===== src/rtl/hansen_trap_if.sv =====
// Trap-controller bus: exception/interrupt inputs, CSR access and redirect/flush outputs.
interface hansen_trap_if #(
  parameter int unsigned XLEN    = 32,
  parameter int unsigned NUM_IRQ = 4,
  parameter int unsigned CNT_W   = 16
);
  logic               exc_valid;
  logic [3:0]         exc_cause;
  logic [XLEN-1:0]    exc_pc;
  logic [XLEN-1:0]    exc_tval;
  logic [NUM_IRQ-1:0] irq;
  logic [XLEN-1:0]    irq_pc;
  logic               mret;
  logic               csr_we;
  logic [2:0]         csr_addr;
  logic [XLEN-1:0]    csr_wdata;
  logic [XLEN-1:0]    csr_rdata;
  logic               redirect_valid;
  logic [XLEN-1:0]    redirect_pc;
  logic               flush;
  logic               trap;
  logic               in_handler;
  logic               halt;
  logic [CNT_W-1:0]   trap_count;

  // Core side: raises exceptions/IRQs, accesses CSRs, consumes redirects.
  modport master (
    output exc_valid, exc_cause, exc_pc, exc_tval, irq, irq_pc, mret,
           csr_we, csr_addr, csr_wdata,
    input  csr_rdata, redirect_valid, redirect_pc, flush, trap, in_handler,
           halt, trap_count
  );

  // Trap unit side.
  modport slave (
    input  exc_valid, exc_cause, exc_pc, exc_tval, irq, irq_pc, mret,
           csr_we, csr_addr, csr_wdata,
    output csr_rdata, redirect_valid, redirect_pc, flush, trap, in_handler,
           halt, trap_count
  );
endinterface


===== src/rtl/hansen_trap_unit.sv =====
// Trap/interrupt controller: prioritises exceptions and IRQs, holds mepc/mcause/mtval,
// redirects to mtvec on entry, back to mepc on mret, and locks on double fault.
module hansen_trap_unit #(
  parameter int unsigned        XLEN     = 32,
  parameter int unsigned        NUM_IRQ  = 4,
  parameter logic [XLEN-1:0]    TVEC_RST = XLEN'(32'h100),
  parameter int unsigned        CNT_W    = 16
) (
  input  logic          clk,
  input  logic          reset,
  hansen_trap_if.slave  bus
);
  localparam int unsigned IDX_W   = (NUM_IRQ > 1) ? $clog2(NUM_IRQ) : 1;
  localparam int unsigned CAUSE_W = XLEN - 1;

  typedef enum logic [2:0] {
    S_IDLE, S_ENTER, S_HANDLER, S_RETURN, S_LOCKED
  } state_e;

  state_e             state_q, state_d;
  logic [XLEN-1:0]    mtvec_q, mtvec_d;
  logic [XLEN-1:0]    mepc_q, mepc_d;
  logic [XLEN-1:0]    mcause_q, mcause_d;
  logic [XLEN-1:0]    mtval_q, mtval_d;
  logic [NUM_IRQ-1:0] mie_q, mie_d;
  logic               gie_q, gie_d;
  logic               mpie_q, mpie_d;
  logic               redirect_valid_q, redirect_valid_d;
  logic [XLEN-1:0]    redirect_pc_q, redirect_pc_d;
  logic               flush_q, flush_d;
  logic               trap_q, trap_d;
  logic               in_handler_q, in_handler_d;
  logic               halt_q, halt_d;
  logic [CNT_W-1:0]   trap_count_q, trap_count_d;

  logic [NUM_IRQ-1:0] irq_pend;
  logic [IDX_W-1:0]   irq_idx;
  logic               enter;

  // Lowest-numbered enabled interrupt wins.
  always_comb begin
    irq_pend = bus.irq & mie_q;
    irq_idx  = '0;
    for (int i = int'(NUM_IRQ) - 1; i >= 0; i--) begin
      if (irq_pend[i]) irq_idx = IDX_W'(i);
    end
  end

  // Next-state, CSR update and registered-output computation.
  always_comb begin
    state_d          = state_q;
    mtvec_d          = mtvec_q;
    mepc_d           = mepc_q;
    mcause_d         = mcause_q;
    mtval_d          = mtval_q;
    mie_d            = mie_q;
    gie_d            = gie_q;
    mpie_d           = mpie_q;
    redirect_valid_d = 1'b0;
    redirect_pc_d    = '0;
    flush_d          = 1'b0;
    trap_d           = 1'b0;
    in_handler_d     = 1'b0;
    halt_d           = 1'b0;
    trap_count_d     = trap_count_q;
    enter            = 1'b0;

    // Software CSR writes; trap capture and MIE save/restore below override them.
    if (bus.csr_we && state_q != S_LOCKED) begin
      case (bus.csr_addr)
        3'd0:    mtvec_d  = bus.csr_wdata;
        3'd1:    mepc_d   = bus.csr_wdata;
        3'd2:    mcause_d = bus.csr_wdata;
        3'd3:    mtval_d  = bus.csr_wdata;
        3'd4:    mie_d    = bus.csr_wdata[NUM_IRQ-1:0];
        3'd5:    gie_d    = bus.csr_wdata[0];
        default: ;
      endcase
    end

    case (state_q)
      S_IDLE: begin
        if (bus.exc_valid) begin
          mepc_d   = bus.exc_pc;
          mcause_d = XLEN'(bus.exc_cause);
          mtval_d  = bus.exc_tval;
          enter    = 1'b1;
        end else if (gie_q && (|irq_pend)) begin
          mepc_d   = bus.irq_pc;
          mcause_d = {1'b1, CAUSE_W'(irq_idx)};
          mtval_d  = '0;
          enter    = 1'b1;
        end
        if (enter) begin
          state_d          = S_ENTER;
          trap_d           = 1'b1;
          flush_d          = 1'b1;
          redirect_valid_d = 1'b1;
          redirect_pc_d    = {mtvec_d[XLEN-1:2], 2'b00};
          mpie_d           = gie_q;
          gie_d            = 1'b0;
          if (trap_count_q != '1) trap_count_d = trap_count_q + CNT_W'(1);
        end
      end
      S_ENTER: begin
        state_d      = S_HANDLER;
        in_handler_d = 1'b1;
      end
      S_HANDLER: begin
        if (bus.exc_valid) begin
          state_d  = S_LOCKED;
          mepc_d   = bus.exc_pc;
          mcause_d = XLEN'(bus.exc_cause);
          halt_d   = 1'b1;
        end else if (bus.mret) begin
          state_d          = S_RETURN;
          redirect_valid_d = 1'b1;
          flush_d          = 1'b1;
          redirect_pc_d    = mepc_q;
          gie_d            = mpie_q;
        end else begin
          in_handler_d = 1'b1;
        end
      end
      S_RETURN: state_d = S_IDLE;
      S_LOCKED: halt_d  = 1'b1;
      default:  state_d = S_IDLE;
    endcase
  end

  // State and output registers with synchronous reset.
  always_ff @(posedge clk) begin
    if (reset) begin
      state_q          <= S_IDLE;
      mtvec_q          <= TVEC_RST;
      mepc_q           <= '0;
      mcause_q         <= '0;
      mtval_q          <= '0;
      mie_q            <= '0;
      gie_q            <= 1'b0;
      mpie_q           <= 1'b0;
      redirect_valid_q <= 1'b0;
      redirect_pc_q    <= '0;
      flush_q          <= 1'b0;
      trap_q           <= 1'b0;
      in_handler_q     <= 1'b0;
      halt_q           <= 1'b0;
      trap_count_q     <= '0;
    end else begin
      state_q          <= state_d;
      mtvec_q          <= mtvec_d;
      mepc_q           <= mepc_d;
      mcause_q         <= mcause_d;
      mtval_q          <= mtval_d;
      mie_q            <= mie_d;
      gie_q            <= gie_d;
      mpie_q           <= mpie_d;
      redirect_valid_q <= redirect_valid_d;
      redirect_pc_q    <= redirect_pc_d;
      flush_q          <= flush_d;
      trap_q           <= trap_d;
      in_handler_q     <= in_handler_d;
      halt_q           <= halt_d;
      trap_count_q     <= trap_count_d;
    end
  end

  // CSR read mux, combinational on the address.
  always_comb begin
    case (bus.csr_addr)
      3'd0:    bus.csr_rdata = mtvec_q;
      3'd1:    bus.csr_rdata = mepc_q;
      3'd2:    bus.csr_rdata = mcause_q;
      3'd3:    bus.csr_rdata = mtval_q;
      3'd4:    bus.csr_rdata = XLEN'(mie_q);
      3'd5:    bus.csr_rdata = XLEN'(gie_q);
      default: bus.csr_rdata = '0;
    endcase
  end

  assign bus.redirect_valid = redirect_valid_q;
  assign bus.redirect_pc    = redirect_pc_q;
  assign bus.flush          = flush_q;
  assign bus.trap           = trap_q;
  assign bus.in_handler     = in_handler_q;
  assign bus.halt           = halt_q;
  assign bus.trap_count     = trap_count_q;
endmodule


===== src/flat_wrapper.sv =====
// flat-port wrapper written by rule: the top's interface ports become plain ports
module hansen_trap_unit_flat 
#(
  parameter int unsigned        XLEN     = 32,
  parameter int unsigned        NUM_IRQ  = 4,
  parameter logic [XLEN-1:0]    TVEC_RST = XLEN'(32'h100),
  parameter int unsigned        CNT_W    = 16
)
  (clk, reset, bus_exc_valid, bus_exc_cause, bus_exc_pc, bus_exc_tval, bus_irq, bus_irq_pc, bus_mret, bus_csr_we, bus_csr_addr, bus_csr_wdata, bus_csr_rdata, bus_redirect_valid, bus_redirect_pc, bus_flush, bus_trap, bus_in_handler, bus_halt, bus_trap_count);
  hansen_trap_if #(.XLEN(XLEN), .NUM_IRQ(NUM_IRQ), .CNT_W(CNT_W)) bus_i ();
  input  logic clk;
  input  logic reset;
  input wire logic [$bits(bus_i.exc_valid)-1:0] bus_exc_valid;
  input wire logic [$bits(bus_i.exc_cause)-1:0] bus_exc_cause;
  input wire logic [$bits(bus_i.exc_pc)-1:0] bus_exc_pc;
  input wire logic [$bits(bus_i.exc_tval)-1:0] bus_exc_tval;
  input wire logic [$bits(bus_i.irq)-1:0] bus_irq;
  input wire logic [$bits(bus_i.irq_pc)-1:0] bus_irq_pc;
  input wire logic [$bits(bus_i.mret)-1:0] bus_mret;
  input wire logic [$bits(bus_i.csr_we)-1:0] bus_csr_we;
  input wire logic [$bits(bus_i.csr_addr)-1:0] bus_csr_addr;
  input wire logic [$bits(bus_i.csr_wdata)-1:0] bus_csr_wdata;
  output wire logic [$bits(bus_i.csr_rdata)-1:0] bus_csr_rdata;
  output wire logic [$bits(bus_i.redirect_valid)-1:0] bus_redirect_valid;
  output wire logic [$bits(bus_i.redirect_pc)-1:0] bus_redirect_pc;
  output wire logic [$bits(bus_i.flush)-1:0] bus_flush;
  output wire logic [$bits(bus_i.trap)-1:0] bus_trap;
  output wire logic [$bits(bus_i.in_handler)-1:0] bus_in_handler;
  output wire logic [$bits(bus_i.halt)-1:0] bus_halt;
  output wire logic [$bits(bus_i.trap_count)-1:0] bus_trap_count;
  assign bus_i.exc_valid = bus_exc_valid;
  assign bus_i.exc_cause = bus_exc_cause;
  assign bus_i.exc_pc = bus_exc_pc;
  assign bus_i.exc_tval = bus_exc_tval;
  assign bus_i.irq = bus_irq;
  assign bus_i.irq_pc = bus_irq_pc;
  assign bus_i.mret = bus_mret;
  assign bus_i.csr_we = bus_csr_we;
  assign bus_i.csr_addr = bus_csr_addr;
  assign bus_i.csr_wdata = bus_csr_wdata;
  assign bus_csr_rdata = bus_i.csr_rdata;
  assign bus_redirect_valid = bus_i.redirect_valid;
  assign bus_redirect_pc = bus_i.redirect_pc;
  assign bus_flush = bus_i.flush;
  assign bus_trap = bus_i.trap;
  assign bus_in_handler = bus_i.in_handler;
  assign bus_halt = bus_i.halt;
  assign bus_trap_count = bus_i.trap_count;
  hansen_trap_unit #(.XLEN(XLEN), .NUM_IRQ(NUM_IRQ), .TVEC_RST(TVEC_RST), .CNT_W(CNT_W)) u_core (.clk(clk), .reset(reset), .bus(bus_i));
endmodule

===== config.mk =====
export PLATFORM = sky130hd
export DESIGN_NAME = hansen_trap_unit_flat
export DESIGN_NICKNAME = d
export VERILOG_FILES = /design/src/rtl/hansen_trap_if.sv /design/src/rtl/hansen_trap_unit.sv /design/src/flat_wrapper.sv
export SDC_FILE = /design/constraint.sdc
export NUM_CORES = 1
export LEC_CHECK = 0
export ABC_AREA = 1
export CORE_UTILIZATION = 50
export DETAILED_ROUTE_END_ITERATION = 8
export GPL_TIMING_DRIVEN = 1
export PLACE_DENSITY = 0.87
export SLEW_MARGIN = 5
export SYNTH_ARGS = -nofsm -noshare
export SYNTH_HDL_FRONTEND = slang
export SYNTH_SLANG_ARGS = --single-unit

===== constraint.sdc =====
create_clock -name clk -period 2.41 [get_ports clk]
set_clock_uncertainty 0.2 [all_clocks]
set_input_delay 0.3615 -clock clk [delete_from_list [all_inputs] [get_ports clk]]
set_output_delay 0.3615 -clock clk [all_outputs]
set_load 0.03 [all_outputs]

[After elaboration in Yosys (flattened, before gate mapping)]
Cells that the tools add are included.
Cells by class
  add/subtract/negate cells: 1
  equal/unequal tests: 12
  muxes and demuxes: 50
  bitwise operators: 3
  reductions and logical operators: 11
Operator list (count)
  $mux W32: 20
  $pmux W32 S2: 3
  $pmux W32 S6: 1
  $add A16 B1 Y16 const B: 1
  $ne A16 B16 Y1 const B: 1
  $mux W1: 14
  $pmux W3 S4: 1
  $eq A3 B2 Y1 const B: 3
  $eq A3 B3 Y1 const B: 3
  $mux W3: 3
  $mux W2: 4
  $pmux W1 S2: 4
  $eq A3 B1 Y1 const B: 2
  $logic_not A3 Y1: 2
  $ne A3 B3 Y1 const B: 2
  $reduce_and A2 Y1: 3
  $reduce_and A3 Y1: 2
  $and A4 B4 Y4: 1
  $reduce_or A4 Y1: 1
  $logic_and A1 B1 Y1: 2
  $ne A2 B1 Y1 const B: 1
  $not A1 Y1: 2
  $reduce_or A2 Y1: 1
Word-level totals
  bits in registers: 189
  bits of input ports: 144
  output and inout port bits: 85
  word-level logic and storage cells: 92

[Longest topological paths before layout]
Gate-level depths: netlist of the first run.
  depth after elaboration: 8
  mapped depth: 11
  gate-level depth less buffers: 9

[Least setup slack after synthesis of the first run]
No wires, ideal clock.
  path type: register to register
  start point: reg u_core.trap_count_q[0], in the netlist u_core.bus.trap_count[0]
  end point: reg u_core.trap_count_q[14], in the netlist u_core.bus.trap_count[14]
  setup time: 67 ps
  data arrival time: 1760 ps
  required time: 2143 ps
  path slack: 382 ps
  stages on the path, launching flop included: 11
  path buffers: 1
  period minus slack after synthesis: 2028 ps
  path through: dfxtp_1 > ha_1 > nand2_1 > nor2_2 > nand2_1 > nor2_1 > nor2_2 > nand2_2 > buf_6 > nand2_2 > a21oi_2
Between the ends
  longest elaborated chain between the ends: 2
  elaborated cells on any way between the ends: 3
  those cells by class: add/sub (1); eq/ne (1); reduce/logical (1)
Ends and longest elaborated chain
  start, declared: RTL line hansen_trap_unit.sv:34  | logic [CNT_W-1:0] trap_count_q, trap_count_d;
  start signal, assigned: RTL line hansen_trap_unit.sv:164  | trap_count_q <= trap_count_d;
  parallel branches: the longest is 2 deep, another holds $add A16 B1 Y16
Several ways; the timed one is not identified.
A chain may end at the register's enable or synchronous reset.

[Final worst setup path of the first run]
  start point: in bus_csr_addr[0]
  end point: out bus_csr_rdata[26]
Between the ends
  longest elaborated chain between the ends: 2
  elaborated cells on any way between the ends: 7
  those cells by class: eq/ne (5); mux (1); reduce/logical (1)
Ends and longest elaborated chain
  start, declared: RTL line flat_wrapper.sv:21  | input wire logic [$bits(bus_i.csr_addr)-1:0] bus_csr_addr;
  $eq A3 B3 Y1 (tied with other cells): RTL line hansen_trap_unit.sv:170  | case (bus.csr_addr)
  $pmux W32 S6 *: RTL line hansen_trap_unit.sv:170
  end, declared: RTL line flat_wrapper.sv:23  | output wire logic [$bits(bus_i.csr_rdata)-1:0] bus_csr_rdata;
Every way passes the cells marked *; elsewhere a longest branch is shown, timed or not.

==> summary.txt, run 1 <==
Clock network
  – Clk buf depth: 2
  – CTS clock-pin slew for the worst setup and hold paths: 60 ps
  – Post-CTS Hold Buffers: 0
  – Sink Count: 189
  – CTS Buf Count: 17
  – Worst skew pair latency: 430 ps
  – CTS tree: done
  – CTS root buffer: clkbuf_16
  – Htree depth: 4

Timing
  – Period utilisation layout: 0.956
  – Setup violators final: 0
  – Rel. slew slack: 0.383
  – Max-slew violations: 0
  – Fmax: 434 MHz
  – Final hold vios: 0
  – RSZ-0062 raised after global routing: no
  – Worst slew pin tran: 923 ps
  – Crit path time final: 2300 ps

Synth
  – Flop and latch count out of synthesis: 189
  – Synth area leader: dfxtp_1
  – Top cells by area, synth: dfxtp_1 40%, nand2_1 23%, a21oi_1 6.5%, nor2_1 6.1%, inv_1 3.4%
  – Syn Nets: 1624
  – Post-Syn Instances: 1479
  – Synth Flop Type: dfxtp_1
  – Yosys top cell area share: 0.399
  – Syn Area/Cell: 6.42 um^2
  – YS warnings: 0
  – Cell Area, Synth: 0.00949 mm^2
  – Synth cell types: 34
  – Post-synth top cells: 587 x nand2_1, 189 x dfxtp_1, 154 x nor2_1
  – Post-synth EDFFs: 0
  – Top-count cell post-synth: nand2_1
  – Fraction of registers with async set or reset after synthesis: 0
  – Register area share after synthesis: 0.399

Setup path
  – Nature of the critical path startpoint: input pin
  – Max FO, Critical Path: 16
  – Required time worst endpoint: 1850 ps
  – Crit path capture type: output port
  – CP Class: in -> out
  – Crit. Startpoint: bus_csr_addr[0]
  – R2r startpoint: u_core.state_q[1]$_SDFFE_PP0P_
  – Arr. time, crit path: 1740 ps

Final layout
  – # diodes: 0
  – Design Area, Final: 0.0129 mm^2
  – Ratio of cells with drive above 1 in the final layout: 0.0879
  – Number of fill cells in the layout: 1505
  – Final Net Count: 1842
  – Finished Layout Cells: 1941
  – Synth-to-Final Area Change: 36.1%

Pwr
  – Part of the power in registers: 0.446
  – Net Switching: 2.04 mW
  – Switching part of the total: 0.273
  – P_int: 5.43 mW
  – LEAKAGE: 5.44 nW
  – Power per cell area: 578 mW/mm^2
  – Comb pwr share: 0.183
  – Clock power share: 0.371
  – Peak VDD IR: 0.502 mV

Placed design
  – Post-detail-place hpwl: 21500 um
  – Cell Area, Placed: 0.0123 mm^2
  – Final Wtd Congestion: 0.905
  – Dpl cells: 1910
  – IO buf count: 228

Worst hold path
  – Hold Crit Class: reg -> reg
  – HP Start: u_core.mepc_q[12]$_SDFF_PP0_

Drt
  – DRT antenna net count: 0
  – DRT Pass-1 Iters: 9
  – DR DRC count: 0
  – Routed length per placed instance: 16.5 um
  – Vias per cell: 5.50
  – Final WL: 32100 um
  – Via count: 10700
  – Iter 0 DRT Violations: 892

Floorplan
  – Row count: 50
  – I/O pin total: 229
  – Initial Util: 0.509
  – Core footprint: 0.0186 mm^2
  – Die Ht: 140 um
  – Width of the die: 140 um
  – Die area: 0.0195 mm^2

Global route
  – Remaining Overflow, GRT: 0
  – Global-route wire length before repair: 50200 um
  – Initial antenna violation count: 0
  – Largest net degree at the start of global routing: 148
  – Vias in the first global route: 10100
  – Overall global routing resource usage: 0.325

Status
  – Status: complete, no violations

Flow run
  – Max cap viols: 0
==> cell usage in the layout (no fill, tap or decap), types with 4 or more instances in the layout <==
master,count
a21oi_1,123
a22oi_1,32
buf_12,24
buf_4,64
buf_6,4
clkbuf_16,17
clkdlybuf4s50_1,192
dfxtp_1,189
inv_1,86
inv_2,7
nand2_1,586
nand2_2,4
nand3_1,59
nand4_1,7
nor2_1,153
nor2_2,5
nor2_4,8
o211ai_1,30
o21ai_0,64
o21ai_1,13
xor2_1,5
==> per-stage QoR <==
step | worst slack [ps] | utilization | TNS, ps | hold slack, ps | power [mW]
after detailed placement | -205 | 0.659 | -7860 | 254 | 4.73
after CTS | 109 | 0.693 | 0 | 265 | 7.48
after global routing | 1.63 | 0.693 | 0 | 280 | 7.74
final | 105 | 0.693 | 0 | 269 | 7.47
after floorplan | 382 | - | 0 | 239 | 4.09
after global placement | -149 | 0.659 | -5340 | 254 | 4.70
==> sequential cells by signal (all words and copies together) (netlist names) <==
signal	count
u_core.state_q	3
u_core.mtval_q	32
u_core.bus.redirect_pc	32
u_core.bus.halt	1
u_core.bus.flush	1
u_core.mepc_q	32
u_core.bus.trap	1
u_core.gie_q	1
u_core.mie_q	4
u_core.bus.trap_count	16
u_core.mcause_q	32
u_core.mpie_q	1
u_core.bus.in_handler	1
u_core.mtvec_q	32
==> final timing paths <==
check | end | slack [ps] | cells past startpoint
worst max-delay path | bus_csr_rdata[26] | 110 | 7
worst min-delay path | u_core.bus.redirect_pc[12]$_SDFF_PP0_ | 270 | 2
worst max register to register | u_core.mtval_q[30]$_SDFF_PP0_ | 190 | 8
worst min register to register | u_core.bus.redirect_pc[12]$_SDFF_PP0_ | 270 | 2
==> cells by family (layout without fill, tap and decap cells) <==
logic type / Yosys count / in the layout / synth area share
AND/OR/NAND/NOR: 831 / 831 / 0.349
XOR/XNOR: 6 / 6 / 0.00554
AO/OA/AOI/OAI: 270 / 270 / 0.162
flip-flops: 189 / 189 / 0.399
buffers and inverters: 182 / 410 / 0.0839
adder cells (fa/ha/maj): 1 / 1 / 0.00132
==> repair_timing <==
item	CTS	global route
setup buffers	1	0
endpoints found under the setup margin	32	1
resized for setup	9	2
pin swaps	2	0
cloned	1	0
==> layer usage <==
layer / GRT usage / vias to the layer above / wire length (um)
met1: 0.405 / 4841 / 13300
li1: - / 5159 / -
met5: 0 / - / 0
met3: 0.0726 / 80 / 2830
met2: 0.537 / 587 / 14900
met4: 0.141 / 0 / 956
==> layout make-up <==
class | count | area (um^2) | area share
multi-input combinational | 1108 | 4940 | 0.382
sequential | 189 | 3780 | 0.293
inverter | 93 | 349 | 0.0270
clock inverter | 6 | 87.6 | 0.00678
timing repair buffer | 288 | 2990 | 0.231
tap | 234 | 293 | 0.0227
clock buffer | 23 | 478 | 0.0370
==> power groups by stage <==
| stage | Combinational, mW | Sequential (mW) | Clock, mW |
|---|---|---|---|
| global placement | 1.31 | 3.39 | 0 |
| CTS | 1.36 | 3.33 | 2.80 |
| finish | 1.37 | 3.33 | 2.77 |
| detailed placement | 1.34 | 3.40 | 0 |
| floorplan | 0.676 | 3.41 | 0 |
| global route | 1.48 | 3.34 | 2.93 |
==> worst max-delay path: stages <==
cell and delay (ps):
clkdlybuf4s15_1 300, nand3_2 190, inv_1 110, buf_12 170, a22oi_1 200, o211ai_1 210, buf_12 190
Power figures use the tool's default switching activity.
==> inputs of run 2 (changes only) <==
==> constraint.sdc (replaced) <==
create_clock -name clk -period 2.41 [get_ports clk]
set_clock_uncertainty 0.2 [all_clocks]
set_input_delay 0.482 -clock clk [delete_from_list [all_inputs] [get_ports clk]]
set_output_delay 0.482 -clock clk [all_outputs]
set_load 0.03 [all_outputs]
==> run 2 against run 1 <==
Effect of this change: the flow now finishes with violations (negative setup slack); non-clock buffer count rose by 24; largest power group unchanged; combinational power rose by 3%; worst setup slack got worse by 150 ps; via count rose by 2.9%; critical endpoint unchanged; clock power rose by 9.7%; critical path type unchanged.
==> summary.txt, run 2 (synthesis results as in run 1) <==
Worst hold path
  – Hold Crit Class: in -> reg (was reg -> reg)

Clock network
  – Sink Count: 189 (unchanged)
  – Post-CTS Hold Buffers: 0 (unchanged)
  – CTS root buffer: clkbuf_16 (unchanged)
  – Clk buf depth: 2 (unchanged)
  – CTS tree: done (unchanged)
  – CTS clock-pin slew for the worst setup and hold paths: 70 ps (was 60 ps)
  – Htree depth: 4 (unchanged)
  – Worst skew pair latency: 440 ps (was 430 ps)
  – CTS Buf Count: 17 (unchanged)

Final layout
  – Number of fill cells in the layout: 1511 (was 1505)
  – Final Net Count: 1866 (was 1842)
  – # diodes: 0 (unchanged)
  – Design Area, Final: 0.0133 mm^2 (was 0.0129 mm^2)
  – Fin util: 0.712 (was 0.693)
  – Most frequent cells in the layout: 584 x nand2_1, 192 x clkdlybuf4s50_1, 189 x dfxtp_1 (was 586 x nand2_1, 192 x clkdlybuf4s50_1, 189 x dfxtp_1)
  – Commonest non-fill, non-tap cell in the layout: nand2_1 (unchanged)
  – Synth-to-Final Area Change: 39.8% (was 36.1%)
  – Ratio of cells with drive above 1 in the final layout: 0.111 (was 0.0879)

Timing
  – Post-Route Setup TNS: -42.1 ps (was 0 ps)
  – Max-slew violations: 0 (unchanged)
  – Final hold vios: 0 (unchanged)
  – Final setup margin: -42.1 ps (was 105 ps)
  – Crit path time final: 2450 ps (was 2300 ps)
  – Period utilisation layout: 1.02 (was 0.956)
  – Rel. slew slack: 0.377 (was 0.383)
  – Worst slew pin tran: 932 ps (was 923 ps)
  – Final Hold Slack: 194 ps (was 269 ps)
  – Setup violators final: 1 (was 0)
  – Fmax: 408 MHz (was 434 MHz)

Drt
  – Final WL: 33200 um (was 32100 um)
  – Via count: 11000 (was 10700)
  – DR DRC count: 0 (unchanged)
  – Vias per cell: 5.58 (was 5.50)
  – Iter 0 DRT Violations: 1138 (was 892)
  – DRT Pass-1 Iters: 6 (was 9)
  – DRT antenna net count: 0 (unchanged)
  – Routed length per placed instance: 16.9 um (was 16.5 um)

Setup path
  – Required time worst endpoint: 1730 ps (was 1850 ps)
  – Max FO, Critical Path: 10 (was 16)
  – Critical path depth: 9 (was 7)
  – Crit. Startpoint: bus_csr_addr[1] (was bus_csr_addr[0])
  – Nature of the critical path startpoint: input pin (unchanged)
  – Arr. time, crit path: 1770 ps (was 1740 ps)
  – Crit path capture type: output port (unchanged)
  – Max stage delay cell, worst path: bufbuf_16 (was clkdlybuf4s15_1)
  – Slowest stage delay, CP: 310 ps (was 300 ps)
  – Critical path cell sequence: buf_2 -> inv_2 -> nor2_1 -> nand2_4 -> clkinv_4 -> buf_12 -> a22oi_2 -> o211ai_1 -> bufbuf_16 (was clkdlybuf4s15_1 -> nand3_2 -> inv_1 -> buf_12 -> a22oi_1 -> o211ai_1 -> buf_12)
  – CP Class: in -> out (unchanged)
  – R2R Path End: u_core.mtval_q[25]$_SDFF_PP0_ (was u_core.mtval_q[30]$_SDFF_PP0_)
  – R2R cell count: 8 (unchanged)
  – Crit path to: bus_csr_rdata[26] (unchanged)
  – R2R Setup Slk: 150 ps (was 190 ps)
  – R2r startpoint: u_core.state_q[1]$_SDFFE_PP0P_ (unchanged)
  – Worst path top cell family by delay: buffers and inverters (unchanged)
  – WP buf/inv: 5 (was 4)

Floorplan
  – Die Ht: 140 um (unchanged)
  – Die area: 0.0195 mm^2 (unchanged)
  – Core footprint: 0.0186 mm^2 (unchanged)
  – Initial Util: 0.509 (unchanged)
  – Row count: 50 (unchanged)
  – I/O pin total: 229 (unchanged)
  – Width of the die: 140 um (unchanged)

Pwr
  – Peak VDD IR: 0.553 mV (was 0.502 mV)
  – LEAKAGE: 5.59 nW (was 5.44 nW)
  – Power per cell area: 587 mW/mm^2 (was 578 mW/mm^2)

Status
  – Status: finished, violations left (was complete, no violations)
  – Failing checks: negative setup slack

Flow run
  – Max cap viols: 0 (unchanged)

Placed design
  – Post-detail-place hpwl: 21900 um (was 21500 um)
  – Final Wtd Congestion: 0.887 (was 0.905)
  – Cell Area, Placed: 0.0123 mm^2 (about the same)
  – IO buf count: 228 (unchanged)

Global route
  – Remaining Overflow, GRT: 0 (unchanged)
  – Initial antenna violation count: 0 (unchanged)
  – Global-route wire length before repair: 51100 um (was 50200 um)
  – Largest net degree at the start of global routing: 52 (was 148)
  – Overall global routing resource usage: 0.331 (was 0.325)
  – Vias in the first global route: 10100 (about the same)
## run 2: changes by cell type in the layout (fill, tap and decap cells not counted), moves of 3 or more
| cell | before | now |
|---|---|---|
| buf_6 | 4 | 7 |
| a22oi_1 | 32 | 25 |
| inv_6 | 0 | 3 |
| buf_4 | 64 | 83 |
| clkbuf_16 | 17 | 21 |
| inv_1 | 86 | 83 |
| buf_12 | 24 | 18 |
| a22oi_2 | 0 | 7 |
| clkinv_4 | 0 | 3 |
| buf_8 | 0 | 3 |
## run 2: area by class of cell
class | instances | area [um^2] | area share
clock buffers | 20 | 447 | 0.0337
flip-flops and latches | 189 | 3780 | 0.285
repair buffers | 312 | 3200 | 0.241
well taps | 234 | 293 | 0.0221
clock inverters | 11 | 181 | 0.0137
multi-input cells | 1108 | 5000 | 0.377
inverters | 93 | 362 | 0.0272
## run 2: per-layer routing
metal,vias to the layer above,GRT usage,share of wire
met5,-,0,0
met4,0,0.152,0.040
met3,111,0.0654,0.091
met2,633,0.555,0.46
met1,5020,0.408,0.41
li1,5209,-,-
## run 2: through the flow
step	instances	worst slack, ps	total power [mW]
after floorplan	1479	209	4.09
after global placement	1921	-333	4.71
after detailed placement	1921	-327	4.74
after CTS	1959	-20.6	7.73
after global routing	1967	-79.1	8.05
final	1967	-42.1	7.79
## run 2: worst min-delay path by stage
stage | startpoint | to | slack (ps) | cells past startpoint
after floorplan | u_core.mepc_q[0]$_SDFF_PP0_ | u_core.bus.redirect_pc[0]$_SDFF_PP0_ | 240 | 2
after global placement | u_core.mepc_q[10]$_SDFF_PP0_ | u_core.bus.redirect_pc[10]$_SDFF_PP0_ | 250 | 2
after detailed placement | u_core.mepc_q[17]$_SDFF_PP0_ | u_core.bus.redirect_pc[17]$_SDFF_PP0_ | 250 | 2
after CTS | reset | u_core.mepc_q[28]$_SDFF_PP0_ | 200 | 2
after global routing | reset | u_core.bus.trap$_SDFF_PP0_ | 200 | 2
final | reset | u_core.bus.trap$_SDFF_PP0_ | 190 | 2
## run 2: repair_timing
action | 4_1_cts | 5_1_grt
endpoints found under the setup margin | 32 | 45
pin swaps | 4 | 8
buffers inserted | 6 | 6
resized for setup | 18 | 37
cloned | 1 | 2
## run 2: power breakdown
| group | switching [mW] | leakage, nW | total (mW) | internal [mW] |
|---|---|---|---|---|
| clock network | 1.26 | 0.300 | 3.04 | 1.78 |
| registers | 0.0792 | 1.54 | 3.34 | 3.26 |
| logic | 0.808 | 3.75 | 1.41 | 0.604 |
| total | 2.15 | 5.59 | 7.79 | 5.64 |
==> inputs of run 3 (changes only) <==
--- a/constraint.sdc
+++ b/constraint.sdc
@@ -3,3 +3,3 @@
 set_input_delay 0.482 -clock clk [delete_from_list [all_inputs] [get_ports clk]]
 set_output_delay 0.482 -clock clk [all_outputs]
-set_load 0.03 [all_outputs]
+set_load 0.02 [all_outputs]
==> run 3 against run 2 <==
Effect of this change: the run now ends clean; critical path depth down 1; sequential cell count unchanged; global-route usage down 0.23 points; register-to-register slack better by 30 ps; fmax grew 5.4%; combinational power decreased by 7%; wire length is 3.7% lower; power is 4.7% lower; worst setup slack gained 130 ps; sequential power about the same; first-iteration DRC count decreased by 23%; critical endpoint is now bus_csr_rdata[3]; highest routed layer unchanged.
==> summary.txt, run 3 (synthesis results as in run 1) <==
Placed design
  – Final Wtd Congestion: 0.921 (was 0.887)
  – IO buf count: 228 (unchanged)
  – Dpl cells: 1918 (was 1921)
  – Post-detail-place hpwl: 21400 um (was 21900 um)
  – Dpl ws: -810 ps (was -327 ps)
  – Cell Area, Placed: 0.0123 mm^2 (about the same)

Final layout
  – Ratio of cells with drive above 1 in the final layout: 0.0997 (was 0.111)
  – Synth-to-Final Area Change: 35.0% (was 39.8%)
  – Final Net Count: 1848 (was 1866)
  – Number of fill cells in the layout: 1606 (was 1511)
  – Design Area, Final: 0.0128 mm^2 (was 0.0133 mm^2)
  – FF/Latch Area: 0.00378 mm^2 (unchanged)
  – Most frequent cells in the layout: 586 x nand2_1, 192 x clkdlybuf4s50_1, 189 x dfxtp_1 (was 584 x nand2_1, 192 x clkdlybuf4s50_1, 189 x dfxtp_1)
  – Commonest non-fill, non-tap cell in the layout: nand2_1 (unchanged)
  – # diodes: 0 (unchanged)
  – Finished Layout Cells: 1949 (was 1967)
  – Area occupied by multi-input gates: 0.00497 mm^2 (was 0.00500 mm^2)
  – Fin util: 0.688 (was 0.712)

Floorplan
  – Die area: 0.0195 mm^2 (unchanged)
  – Row count: 50 (unchanged)
  – Die Ht: 140 um (unchanged)
  – Initial Util: 0.509 (unchanged)
  – Width of the die: 140 um (unchanged)
  – I/O pin total: 229 (unchanged)
  – Core footprint: 0.0186 mm^2 (unchanged)

Timing
  – Fmax: 430 MHz (was 408 MHz)
  – Worst slew pin tran: 956 ps (was 932 ps)
  – Rel. slew slack: 0.361 (was 0.377)
  – Period utilisation layout: 0.966 (was 1.02)
  – Setup violators final: 0 (was 1)
  – Max-slew violations: 0 (unchanged)
  – Final setup margin: 83.1 ps (was -42.1 ps)
  – Post-Route Setup TNS: 0 ps (was -42.1 ps)
  – Final hold vios: 0 (unchanged)
  – RSZ-0062 raised after global routing: no
  – Crit path time final: 2330 ps (was 2450 ps)
  – Final Hold Slack: 269 ps (was 194 ps)

Global route
  – Vias in the first global route: 10200 (was 10100)
  – Met3 Resource Use GR: 0.0619 (was 0.0654)
  – Remaining Overflow, GRT: 0 (unchanged)
  – Met1 Resource Use GR: 0.404 (was 0.408)
  – Gr busiest metal: met2 (unchanged)
  – Largest net degree at the start of global routing: 148 (was 52)
  – Overall global routing resource usage: 0.328 (was 0.331)
  – Initial antenna violation count: 0 (unchanged)
  – Global-route wire length before repair: 50600 um (was 51100 um)
  – Routing usage on met2: 0.551 (was 0.555)

Drt
  – Routed length per placed instance: 16.4 um (was 16.9 um)
  – Final WL: 31900 um (was 33200 um)
  – Iter 0 DRT Violations: 878 (was 1138)
  – DR DRC count: 0 (unchanged)
  – Via count: 10700 (was 11000)
  – Vias per cell: 5.47 (was 5.58)
  – DRT Pass-1 Iters: 8 (was 6)
  – DRT antenna net count: 0 (unchanged)

Status
  – Status: complete, no violations (was finished, violations left)

Clock network
  – Htree depth: 4 (unchanged)
  – CTS tree: done (unchanged)
  – CTS Buf Count: 17 (unchanged)
  – Clk buf depth: 2 (unchanged)
  – CTS clock-pin slew for the worst setup and hold paths: 70 ps (about the same)
  – CTS root buffer: clkbuf_16 (unchanged)
  – Sink Count: 189 (unchanged)
  – Worst skew pair latency: 440 ps (about the same)

Pwr
  – Peak VDD IR: 0.598 mV (was 0.553 mV)
  – LEAKAGE: 5.43 nW (was 5.59 nW)
  – Power per cell area: 579 mW/mm^2 (was 587 mW/mm^2)
  – Total power: 7.42 mW (was 7.79 mW)

Setup path
  – Arr. time, crit path: 1640 ps (was 1770 ps)
  – Nature of the critical path startpoint: input pin (unchanged)
  – Max FO, Critical Path: 6 (was 10)
  – CP Class: in -> out (unchanged)
  – Required time worst endpoint: 1730 ps (about the same)
  – Crit path capture type: output port (unchanged)

Worst hold path
  – Hold Crit Class: reg -> reg (was in -> reg)

Flow run
  – Max cap viols: 0 (unchanged)
run 3: changes by cell type in the layout (fill, tap and decap cells not counted), moves of 3 or more:
cell,previous run,this run
inv_2,7,10
buf_6,7,4
buf_2,2,24
clkbuf_16,21,17
clkinv_2,0,3
buf_8,3,0
clkbuf_8,1,4
bufinv_16,4,1
buf_4,83,54
run 3: report_power, final:
group | switching [mW] | leakage (nW) | internal [mW]
clock network | 1.25 | 0.278 | 1.53
logic | 0.757 | 3.61 | 0.558
registers | 0.0759 | 1.54 | 3.26
run 3: timing repair:
action                                  4_1_cts  5_1_grt
endpoints found under the setup margin       64       33
gates resized for setup                     153       10
setup buffers                                 0        0
hold buffers                                  0        0
cloned                                        0        0
pin swaps                                     5        2
run 3: final cells by class:
class	instances	share of cell area
clock buffer	22	0.0378
tap	234	0.0228
clock inverter	9	0.00674
sequential	189	0.295
multi-input combinational	1108	0.388
timing repair buffer	294	0.223
inverter	93	0.0272
run 3: final timing paths:
| path | slack, ps | to | start | depth (start not counted) |
|---|---|---|---|---|
| setup / recovery | 80 | bus_csr_rdata[3] | bus_csr_addr[2] | 8 |
| hold / removal | 270 | u_core.bus.redirect_pc[24]$_SDFF_PP0_ | u_core.mepc_q[24]$_SDFF_PP0_ | 2 |
| setup reg to reg | 180 | u_core.bus.trap_count[11]$_SDFFE_PP0P_ | u_core.bus.trap_count[1]$_SDFFE_PP0P_ | 9 |
| hold reg to reg | 270 | u_core.bus.redirect_pc[24]$_SDFF_PP0_ | u_core.mepc_q[24]$_SDFF_PP0_ | 2 |
run 3: per-layer routing:
metal  vias up  routed length [um]
li1       5178                   -
met1      4838               13000
met2       558               15000
met3        86                2740
met4         0                1120
met5         -                   0
run 3: worst max-delay path, stage by stage:
cell             delay [ps]
clkdlybuf4s15_1         230
inv_2                    80
nand3_2                  80
inv_2                    70
buf_4                   160
a22oi_1                 180
o2111ai_1               170
buf_4                   200
